## config.mk

```make
export PLATFORM = sky130hd
export DESIGN_NAME = config_loader_flat
export DESIGN_NICKNAME = d
export VERILOG_FILES = /design/src/rtl/config_loader_if.sv /design/src/rtl/config_loader.sv /design/src/flat_wrapper.sv
export SDC_FILE = /design/constraint.sdc
export NUM_CORES = 1
export LEC_CHECK = 0
export CAP_MARGIN = 20
export CELL_PAD_IN_SITES_DETAIL_PLACEMENT = 1
export CELL_PAD_IN_SITES_GLOBAL_PLACEMENT = 2
export CORE_MARGIN = 10
export CORE_UTILIZATION = 38
export CTS_CLUSTER_DIAMETER = 40
export DETAILED_ROUTE_END_ITERATION = 12
export GPL_ROUTABILITY_DRIVEN = 0
export PLACE_DENSITY_LB_ADDON = 0.1
export SKIP_LAST_GASP = 1
export SLEW_MARGIN = 10
export SYNTH_ARGS = -nofsm -noshare
export SYNTH_HDL_FRONTEND = slang
export SYNTH_SLANG_ARGS = --single-unit
```

## constraint.sdc

```tcl
create_clock -name clk -period 2.2 [get_ports clk]
set_input_delay 0.55 -clock clk [delete_from_list [all_inputs] [get_ports clk]]
set_output_delay 0.55 -clock clk [all_outputs]
set_load 0.01 [all_outputs]
```

## src/rtl/config_loader_if.sv

```systemverilog
// -----------------------------------------------------------------------------
// config_loader_if
// Bundles the serial bitstream input and the tile load-port outputs of
// config_loader.
//   bit_in      : serial bitstream data, MSB of each word first
//   bit_valid   : bit_in is sampled on a rising clk edge only when high
//   config_en   : one-hot write strobe, one bit per tile
//   config_data : configuration word for the strobed tile
//   busy        : high from sync detection until the frame ends or aborts
//   done        : sticky, the frame completed successfully
//   error       : sticky, the frame aborted
// Modports:
//   master : bitstream source / tile array side (drives bit_in, bit_valid)
//   slave  : the loader itself
// -----------------------------------------------------------------------------
interface config_loader_if #(
    parameter int NUM_TILES = 16
);
    logic                 bit_in;
    logic                 bit_valid;
    logic [NUM_TILES-1:0] config_en;
    logic [31:0]          config_data;
    logic                 busy;
    logic                 done;
    logic                 error;

    modport master (
        output bit_in,
        output bit_valid,
        input  config_en,
        input  config_data,
        input  busy,
        input  done,
        input  error
    );

    modport slave (
        input  bit_in,
        input  bit_valid,
        output config_en,
        output config_data,
        output busy,
        output done,
        output error
    );
endinterface

```

## src/rtl/config_loader.sv

```systemverilog
// -----------------------------------------------------------------------------
// config_loader
// Serial configuration loader for the fabric switch-box load ports. Hunts for
// SYNC_WORD in the incoming bitstream, then decodes (header, data) word pairs
// and issues one single-cycle config_en strobe to the addressed tile per pair.
// A header with bit 31 set ends the frame.
//
// Ports:
//   clk    : clock
//   rst    : asynchronous, active-low reset
//   io_cfg : config_loader_if.slave (bit_in, bit_valid, config_en,
//            config_data, busy, done, error)
// Parameters:
//   NUM_TILES : number of tiles driven (one config_en bit each)
//   ADDR_W    : width of the tile index field in the header word
//   SYNC_WORD : frame start pattern
// Build option:
//   CONFIG_LOADER_CRC_EN : when defined, a running XOR of all DATA words is
//   kept and the END header is followed by a checksum word that must match
//   it for done to be set; otherwise error is set.
// -----------------------------------------------------------------------------
module config_loader #(
    parameter int          NUM_TILES = 16,
    parameter int          ADDR_W    = 4,
    parameter logic [31:0] SYNC_WORD = 32'hA5C3_0F5A
) (
    input  logic         clk,
    input  logic         rst,
    config_loader_if.slave io_cfg
);

    typedef enum logic [1:0] {
        ST_HUNT   = 2'd0,
        ST_HEADER = 2'd1,
        ST_DATA   = 2'd2,
        ST_CHECK  = 2'd3
    } state_t;

    state_t               r_state;
    logic [31:0]          r_sr;
    logic [4:0]           r_bcnt;
    logic [ADDR_W-1:0]    r_idx;
    logic                 r_pend;
    logic [NUM_TILES-1:0] r_config_en;
    logic [31:0]          r_config_data;
    logic                 r_busy;
    logic                 r_done;
    logic                 r_error;
`ifdef CONFIG_LOADER_CRC_EN
    logic [31:0]          r_acc;
`endif

    logic [31:0]          w_sr_next;
    logic                 w_word_done;
    logic                 w_addr_bad;
    logic [NUM_TILES-1:0] w_onehot;

    // Next shift-register value and word-boundary / address decode.
    always_comb begin
        w_sr_next   = {r_sr[30:0], io_cfg.bit_in};
        w_word_done = (r_bcnt == 5'd31);
        w_addr_bad  = ({{(32-ADDR_W){1'b0}}, w_sr_next[ADDR_W-1:0]} >= 32'(NUM_TILES));
    end

    // One-hot decode of the latched tile index.
    always_comb begin
        w_onehot = '0;
        for (int i = 0; i < NUM_TILES; i++) begin
            w_onehot[i] = (r_idx == ADDR_W'(i));
        end
    end

    // Frame FSM, shift register, bit counter and registered outputs.
    always_ff @(posedge clk or negedge rst) begin
        if (!rst) begin
            r_state       <= ST_HUNT;
            r_sr          <= 32'h0000_0000;
            r_bcnt        <= 5'd0;
            r_idx         <= '0;
            r_pend        <= 1'b0;
            r_config_en   <= '0;
            r_config_data <= 32'h0000_0000;
            r_busy        <= 1'b0;
            r_done        <= 1'b0;
            r_error       <= 1'b0;
`ifdef CONFIG_LOADER_CRC_EN
            r_acc         <= 32'h0000_0000;
`endif
        end else begin
            // The strobe fires the cycle after the DATA word completes and
            // lasts exactly one cycle; r_pend bridges that one-cycle delay.
            r_config_en <= r_pend ? w_onehot : '0;
            r_pend      <= 1'b0;

            if (io_cfg.bit_valid) begin
                r_sr <= w_sr_next;
                case (r_state)
                    ST_HUNT: begin
                        // Sliding compare on every bit; bcnt is not used here.
                        r_bcnt <= 5'd0;
                        if (w_sr_next == SYNC_WORD) begin
                            r_state <= ST_HEADER;
                            r_busy  <= 1'b1;
                            r_done  <= 1'b0;
                            r_error <= 1'b0;
`ifdef CONFIG_LOADER_CRC_EN
                            r_acc   <= 32'h0000_0000;
`endif
                        end
                    end

                    ST_HEADER: begin
                        r_bcnt <= r_bcnt + 5'd1;
                        if (w_word_done) begin
                            if (w_sr_next[31]) begin
`ifdef CONFIG_LOADER_CRC_EN
                                r_state <= ST_CHECK;
`else
                                r_state <= ST_HUNT;
                                r_done  <= 1'b1;
                                r_busy  <= 1'b0;
`endif
                            end else if (w_addr_bad) begin
                                r_state <= ST_HUNT;
                                r_error <= 1'b1;
                                r_busy  <= 1'b0;
                            end else begin
                                r_idx   <= w_sr_next[ADDR_W-1:0];
                                r_state <= ST_DATA;
                            end
                        end
                    end

                    ST_DATA: begin
                        r_bcnt <= r_bcnt + 5'd1;
                        if (w_word_done) begin
                            r_config_data <= w_sr_next;
                            r_pend        <= 1'b1;
                            r_state       <= ST_HEADER;
`ifdef CONFIG_LOADER_CRC_EN
                            r_acc         <= r_acc ^ w_sr_next;
`endif
                        end
                    end

`ifdef CONFIG_LOADER_CRC_EN
                    ST_CHECK: begin
                        r_bcnt <= r_bcnt + 5'd1;
                        if (w_word_done) begin
                            // Writes already issued in this frame stay in place.
                            if (w_sr_next == r_acc) begin
                                r_done <= 1'b1;
                            end else begin
                                r_error <= 1'b1;
                            end
                            r_busy  <= 1'b0;
                            r_state <= ST_HUNT;
                        end
                    end
`endif

                    default: begin
                        r_state <= ST_HUNT;
                        r_bcnt  <= 5'd0;
                        r_busy  <= 1'b0;
                    end
                endcase
            end
        end
    end

    assign io_cfg.config_en   = r_config_en;
    assign io_cfg.config_data = r_config_data;
    assign io_cfg.busy        = r_busy;
    assign io_cfg.done        = r_done;
    assign io_cfg.error       = r_error;

endmodule
```

## src/flat_wrapper.sv

```systemverilog
// flat-port wrapper written by rule: the top's interface ports become plain ports
module config_loader_flat 
#(
    parameter int          NUM_TILES = 16,
    parameter int          ADDR_W    = 4,
    parameter logic [31:0] SYNC_WORD = 32'hA5C3_0F5A
)
  (clk, rst, io_cfg_bit_in, io_cfg_bit_valid, io_cfg_config_en, io_cfg_config_data, io_cfg_busy, io_cfg_done, io_cfg_error);
  config_loader_if #(.NUM_TILES(NUM_TILES)) io_cfg_i ();
  input  logic clk;
  input  logic rst;
  input wire logic [$bits(io_cfg_i.bit_in)-1:0] io_cfg_bit_in;
  input wire logic [$bits(io_cfg_i.bit_valid)-1:0] io_cfg_bit_valid;
  output wire logic [$bits(io_cfg_i.config_en)-1:0] io_cfg_config_en;
  output wire logic [$bits(io_cfg_i.config_data)-1:0] io_cfg_config_data;
  output wire logic [$bits(io_cfg_i.busy)-1:0] io_cfg_busy;
  output wire logic [$bits(io_cfg_i.done)-1:0] io_cfg_done;
  output wire logic [$bits(io_cfg_i.error)-1:0] io_cfg_error;
  assign io_cfg_i.bit_in = io_cfg_bit_in;
  assign io_cfg_i.bit_valid = io_cfg_bit_valid;
  assign io_cfg_config_en = io_cfg_i.config_en;
  assign io_cfg_config_data = io_cfg_i.config_data;
  assign io_cfg_busy = io_cfg_i.busy;
  assign io_cfg_done = io_cfg_i.done;
  assign io_cfg_error = io_cfg_i.error;
  config_loader #(.NUM_TILES(NUM_TILES), .ADDR_W(ADDR_W), .SYNC_WORD(SYNC_WORD)) u_core (.clk(clk), .rst(rst), .io_cfg(io_cfg_i));
endmodule
```

==> run metrics, run 1 <==
crit-path max FO 5; pre-CTS setup slack between 0.07 and 0.08 ns; Hold Fails Final Rpt 0; synth unique cells 34; Post-Synth Adder-Cell Area 0.02023; drt first pass iters 4; core area 0.009639 mm2; count of final setup violators 0; Cell Area, Synth 0.003711 mm2; largest family of logic cells by synthesized area multiplexers; cell count after synthesis between 200 and 300; H-tree depth 3; DIE HEIGHT about 120 um; cell mode on critical path ha_1; CTS root buf clkbuf_8; family with the most delay on the worst path compound AO/OA/AOI/OAI gates; syn_area_per_cell 14.50 um2; Clock Latency Late Sink roughly 0.36 ns; Setup Buffers After CTS 0; Iteration-0 DRC Markers 58; total of max-cap violations 0; vias post-DR about 2.2k; Initial Util 0.3850; fraction of synthesized area in multiplexers 0.2144; CP Class register to register; worst path arrival time ~2.3 ns; CTS tree built; Die Wd roughly 120 um; Rows 36; Synth Area in Compound Gates 0.02360; vias in the first global route between 2k and 2.5k; Seq/Total Area, Yosys 0.6271; max incr delay on CP just over 0.4 ns; Die Area between 0.01 and 0.015 mm2; Max VDD drop between 300 and 400 uV; clk buf depth 2; Final HPWL DP between 5000 and 6000 um; Tmin final between 1.5 and 2 ns; status completed; CP Cell Sequence ha_1 > and3_1 > ha_1 > o21ai_0 > mux2_2 > a31oi_1; port bufs 53; max frequency just over 0.5 GHz; post-CTS sizing 0; filler instances between 1k and 1.5k; PwrDens 857.6 mW/mm2; warnings from Yosys 0; fraction of layout cells with a size suffix above 1 0.3199; cell area after layout 0.004606 mm2; Remaining Overflow, GRT 0; area grow syn2layout 24.11%; total negative slack 0 ns; Finished Layout Cells 455; initial antenna violation count 0; drt drc 0; WL final about 7500 um; simple-gate portion of the synthesized area 0.09069; R2R Setup Slk about 0.22 ns; vias per inst 4.905; hold_buf cts 0; I/O pins 55; Lkg Pwr between 2 and 2.5 nW; largest net degree at the start of global routing 41; final worst slack about 0.22 ns; Tot GR Track Use 0.1122; Worst Setup Start Kind register; crit end category register; worst r2r dst u_core.r_state[0]; register bit total from synthesis 93; clock slew at reported path FFs 0.09 ns; number of diodes 0; CP bufs+invs 0; wire per inst around 17 um; CTS sink cnt between 90 and 100; ANT nets after route 0; RSZ-0062 raised after global routing false; Synth Area in XOR/XNOR 0; syn nets 266; global-route wire length before repair between 10000 and 15000 um; Hold WC Path Type input port to asynchronous set/reset pin; Inst Count DP 439; slowest CP cell dfrtp_1; reg2reg start u_core.r_bcnt[0]; Nets ~330; CTS buffer count 9; R2R cell count 6; Critical Path RT between 2 and 2.5 ns; final max-slew violation count 0; clock skew 0.01019 ns; final worst-path cycle share 0.8997; Area after DPL approximately 0.0044 mm2; Worst Setup SP u_core.r_bcnt[0]
## routing by layer
metal  track usage  share of wire  up-vias
li1              -              -     1025
met1        0.1416           0.46     1158
met2        0.1693           0.46       38
met3       0.03354          0.051       11
met4       0.06183          0.022        0
met5             0              0        -
## sequential cells by signal (all words and copies together) (netlist names)
register	flops
u_core.io_cfg.busy	1
u_core.io_cfg.config_en	16
u_core.r_state	2
u_core.io_cfg.done	1
u_core.r_idx	4
u_core.r_sr	31
u_core.r_bcnt	5
u_core.io_cfg.config_data	32
u_core.r_pend	1
## worst max path at each step
stage	endpoint	slack (ns)	cells after the start
global route	u_core.r_state[0]	0.11	6
finish	u_core.r_state[0]	0.22	6
detailed placement	u_core.io_cfg.done	0.07	5
floorplan	u_core.io_cfg.config_data[10]	0.33	6
global placement	u_core.r_state[1]	0.15	5
CTS	u_core.r_state[0]	0.21	6
## synth_stat cells (all sizes together)
library cell / instances / area share
dfrtp: 93 / 0.63
mux2: 68 / 0.21
buf: 9 / 0.013
nor3: 9 / 0.012
inv: 8 / 0.0081
nor2: 8 / 0.0081
nand2: 7 / 0.0071
ha: 6 / 0.020
nand3: 6 / 0.0081
and4bb: 5 / 0.017
o21ai: 5 / 0.0067
nand2b: 4 / 0.0067
mux2i: 3 / 0.0081
clkbuf: 2 / 0.0020
nand4: 2 / 0.0034
nor2b: 2 / 0.0034
nor4: 2 / 0.0034
nor4b: 2 / 0.0081
a211oi: 1 / 0.0020
a21oi: 1 / 0.0013
a22o: 1 / 0.0024
a311oi: 1 / 0.0024
a31o: 1 / 0.0024
a31oi: 1 / 0.0017
a41oi: 1 / 0.0024
and3: 1 / 0.0017
and4: 1 / 0.0024
conb: 1 / 0.0010
nand3b: 1 / 0.0020
nand4b: 1 / 0.0024
o2bb2ai: 1 / 0.0024
or2: 1 / 0.0024
or4b: 1 / 0.0027
## cell usage in the layout, fill, tap and decap left out, types with 2 or more instances in the layout
cell type        netlist  routed
mux2_2                68      68
nor2_1                 8       8
nand3_1                6       6
clkdlybuf4s50_1        0      51
nand2_1                7       7
and4bb_2               5       5
buf_4                  1       8
nand2b_1               4       4
mux2i_1                3       3
nor3_1                 9       9
clkinv_2               0       2
dfrtp_1               93      93
o21ai_0                5       5
clkbuf_8               0      12
nor2b_1                2       2
nor4_1                 2       2
ha_1                   6       6
nor4b_2                2       2
nand4_1                2       2
inv_1                  8       8
## area by class of cell
| cell class | count | area (um2) | area share |
|---|---|---|---|
| flip-flops and latches | 93 | 2327 | 0.5053 |
| multi-input cells | 144 | 1299 | 0.2820 |
| repair buffers | 61 | 595.6 | 0.1293 |
| clock buffers | 13 | 168.9 | 0.03667 |
| well taps | 133 | 166.4 | 0.03613 |
| inverters | 8 | 30.03 | 0.006520 |
| clock inverters | 3 | 18.77 | 0.004075 |
## where the power goes
part | total, W | internal, W | switching (W) | leakage, nW
clock | 0.00108 | 0.000503 | 0.000581 | 0.0994
combinational | 0.000611 | 0.000355 | 0.000256 | 0.772
sequential | 0.00225 | 0.00198 | 0.000279 | 1.24
## cell families (layout without fill, tap and decap cells)
kind of cell	count (synthesis)	in the layout
adder cells (fa/ha/maj)	6	6
buffers and inverters	19	85
flip-flops	93	93
AO/OA/AOI/OAI	13	13
other	1	1
multiplexers	71	71
AND/OR/NAND/NOR	53	53
## through the flow
step,hold slack [ns],total power (W),utilization
after CTS,0.1350,0.004019,0.4778
after detailed placement,0.4844,0.002919,0.4583
after global placement,0.4820,0.002887,0.4583
final,0.1314,0.003950,0.4778
after global routing,0.1482,0.004202,0.4778
after floorplan,0.2544,0.002675,-
No activity file was read; power rests on OpenSTA's default activity.
==> inputs of run 2 (changes only) <==
--- a/config.mk
+++ b/config.mk
@@ -10,7 +10,8 @@
 export CELL_PAD_IN_SITES_GLOBAL_PLACEMENT = 2
 export CORE_MARGIN = 10
 export CORE_UTILIZATION = 38
-export CTS_CLUSTER_DIAMETER = 40
+export CTS_CLUSTER_DIAMETER = 80
+export CTS_CLUSTER_SIZE = 8
 export DETAILED_ROUTE_END_ITERATION = 12
 export GPL_ROUTABILITY_DRIVEN = 0
 export PLACE_DENSITY_LB_ADDON = 0.1
==> results of run 2 <==
Final layout, timing and power as in run 1 (identical DEF).
==> inputs of run 3 (changes only) <==
--- a/config.mk
+++ b/config.mk
@@ -15,6 +15,7 @@
 export DETAILED_ROUTE_END_ITERATION = 12
 export GPL_ROUTABILITY_DRIVEN = 0
 export PLACE_DENSITY_LB_ADDON = 0.1
+export RECOVER_POWER = 100
 export SKIP_LAST_GASP = 1
 export SLEW_MARGIN = 10
 export SYNTH_ARGS = -nofsm -noshare
==> run 3 against run 2 <==
  * Routed wire length barely moved
  * Flip-flop and latch count did not move
  * Maximum frequency barely moved
  * Clock power barely moved
  * Clock skew barely moved
  * Utilization fell by 0.36 points
  * Highest routed layer unchanged
  * Critical path depth did not move
  * Sequential share of layout area rose by 0.39 points
==> run metrics, run 3 (synthesis gave the netlist of run 1 again) <==
largest net degree at the start of global routing between 40 and 50; Worst-Margin Slew between 1 and 1.5 ns; Nets 327; Worst Setup Start Kind register; Hold Fails Final Rpt 0; initial antenna violation count 0; CP Class register to register; final max-slew violation count 0; max FFs per register 32; number of diodes 0; most common cell after layout, fill and taps aside dfrtp_1; Initial Util 0.3850; I/O pins 55; Iteration-0 DRC Markers 63; drt first pass iters 3; Max VDD drop 340.5 uV; Area after DPL about 0.0044 mm2; Lkg Pwr 2.274 nW; clock slew at reported path FFs 0.09 ns; share of power burned in registers 0.572; crit-path max FO 5; Rows 36; CTS sink cnt 93; crit end category register; CP Cell Sequence ha_1 > and3_1 > ha_1 > o21ai_0 > mux2_2 > a31oi_1; CTS root buf clkbuf_8; switching power 0.001116 W; Critical Path RT approximately 2.5 ns; H-tree depth 3; count of final setup violators 0; CTS buffer count 9; Tot GR Track Use 0.1122; most frequent cells in the layout 93 x dfrtp_1, 68 x mux2_2, 50 x dlygate4sd3_1, 12 x clkbuf_8, 9 x nor3_1; max frequency just over 0.5 GHz; total of max-cap violations 0; logic gate share of total power 0.153; vias per inst 4.927; final worst-path cycle share 0.8993; RSZ-0062 raised after global routing false; slowest CP cell dfrtp_1; core area about 0.0096 mm2; max incr delay on CP about 0.4 ns; internal power 0.002827 W; WL final roughly 7500 um; Die Area 0.01412 mm2; clk buf depth 2; worst path arrival time 2.27 ns; CP bufs+invs 0; Setup Buffers After CTS 0; post-CTS sizing 0; status completed; port bufs 53; Hold WC Path Type input port to asynchronous set/reset pin; Rel. slew slack 0.3224; clock skew 0.01013 ns; vias in the first global route between 2k and 2.5k; cell area after layout between 0.004 and 0.005 mm2; CTS tree built; Pwr Total 0.003943 W; Die Wd 118.8 um; ANT nets after route 0; Clock Latency Late Sink between 0.3 and 0.4 ns; Clk network pwr share 0.275; PwrDens between 800 and 900 mW/mm2; cell mode on critical path ha_1; DIE HEIGHT approximately 120 um; global-route wire length before repair roughly 13000 um; R2R Setup Slk between 0.2 and 0.25 ns; fraction of layout cells with a size suffix above 1 0.3043; Tmin final approximately 2.0 ns; Remaining Overflow, GRT 0; total negative slack 0 ns; family with the most delay on the worst path compound AO/OA/AOI/OAI gates; drt drc 0; hold_buf cts 0; wire per inst 16.56 um; Final HPWL DP between 5000 and 6000 um; Sw Ratio 0.2830; area grow syn2layout 23.16%; vias post-DR around 2.2k
## run 3: path summary, 6_finish.rpt
| kind | depth (start not counted) | endpoint | startpoint |
|---|---|---|---|
| worst min-delay path | 1 | u_core.io_cfg.config_en[4] | rst |
| max in group asynchronous | 2 | u_core.io_cfg.done | rst |
| worst max register to register | 6 | u_core.r_state[0] | u_core.r_bcnt[0] |
| min in group clk | 1 | u_core.io_cfg.config_data[21] | u_core.io_cfg.config_data[21] |
| worst min register to register | 1 | u_core.io_cfg.config_data[21] | u_core.io_cfg.config_data[21] |
| worst max-delay path | 6 | u_core.r_state[0] | u_core.r_bcnt[0] |
## run 3: final cells by class
cell class                 count  area [um2]
fill                        1020        5069
sequential                    93        2327
multi-input combinational    144        1296
timing repair buffer          61       563.0
clock buffer                  13       168.9
tap                          133       166.4
inverter                       8       30.03
clock inverter                 3       18.77
## run 3: power by group through the flow
stage / Combinational, W / Clock, W / Sequential, W
6_report: 0.000604 / 0.00109 / 0.00225
5_1_grt: 0.000686 / 0.00120 / 0.00231
4_1_cts: 0.000625 / 0.00113 / 0.00226
3_5_place_dp: 0.000620 / 0 / 0.00230
3_3_place_gp: 0.000603 / 0 / 0.00228
2_1_floorplan: 0.000491 / 0 / 0.00218
## run 3: worst reg2reg max path: cells and delay by family, from the launching register on
family          cells  cell delay [ns]
compound gates      2             0.47
fa+ha+maj           2             0.47
flops               1             0.41
mux                 1             0.38
simple gates        1             0.19
## run 3: routing by layer
layer,vias up,wire [um],track usage
li1,1026,-,-
met1,1169,3482,0.1416
met2,36,3526,0.1693
met3,11,361,0.03354
met4,0,165,0.06183
met5,-,0,0
## run 3: stage by stage
stage / instances / setup WS, ns / utilization / hold WS [ns]
floorplan: 256 / 0.3262 / - / 0.2544
global placement: 439 / 0.1475 / 0.4583 / 0.4820
detailed placement: 439 / 0.07332 / 0.4583 / 0.4844
CTS: 455 / 0.2057 / 0.4778 / 0.1350
global route: 455 / 0.07032 / 0.4742 / 0.3413
finish: 455 / 0.2215 / 0.4742 / 0.2842
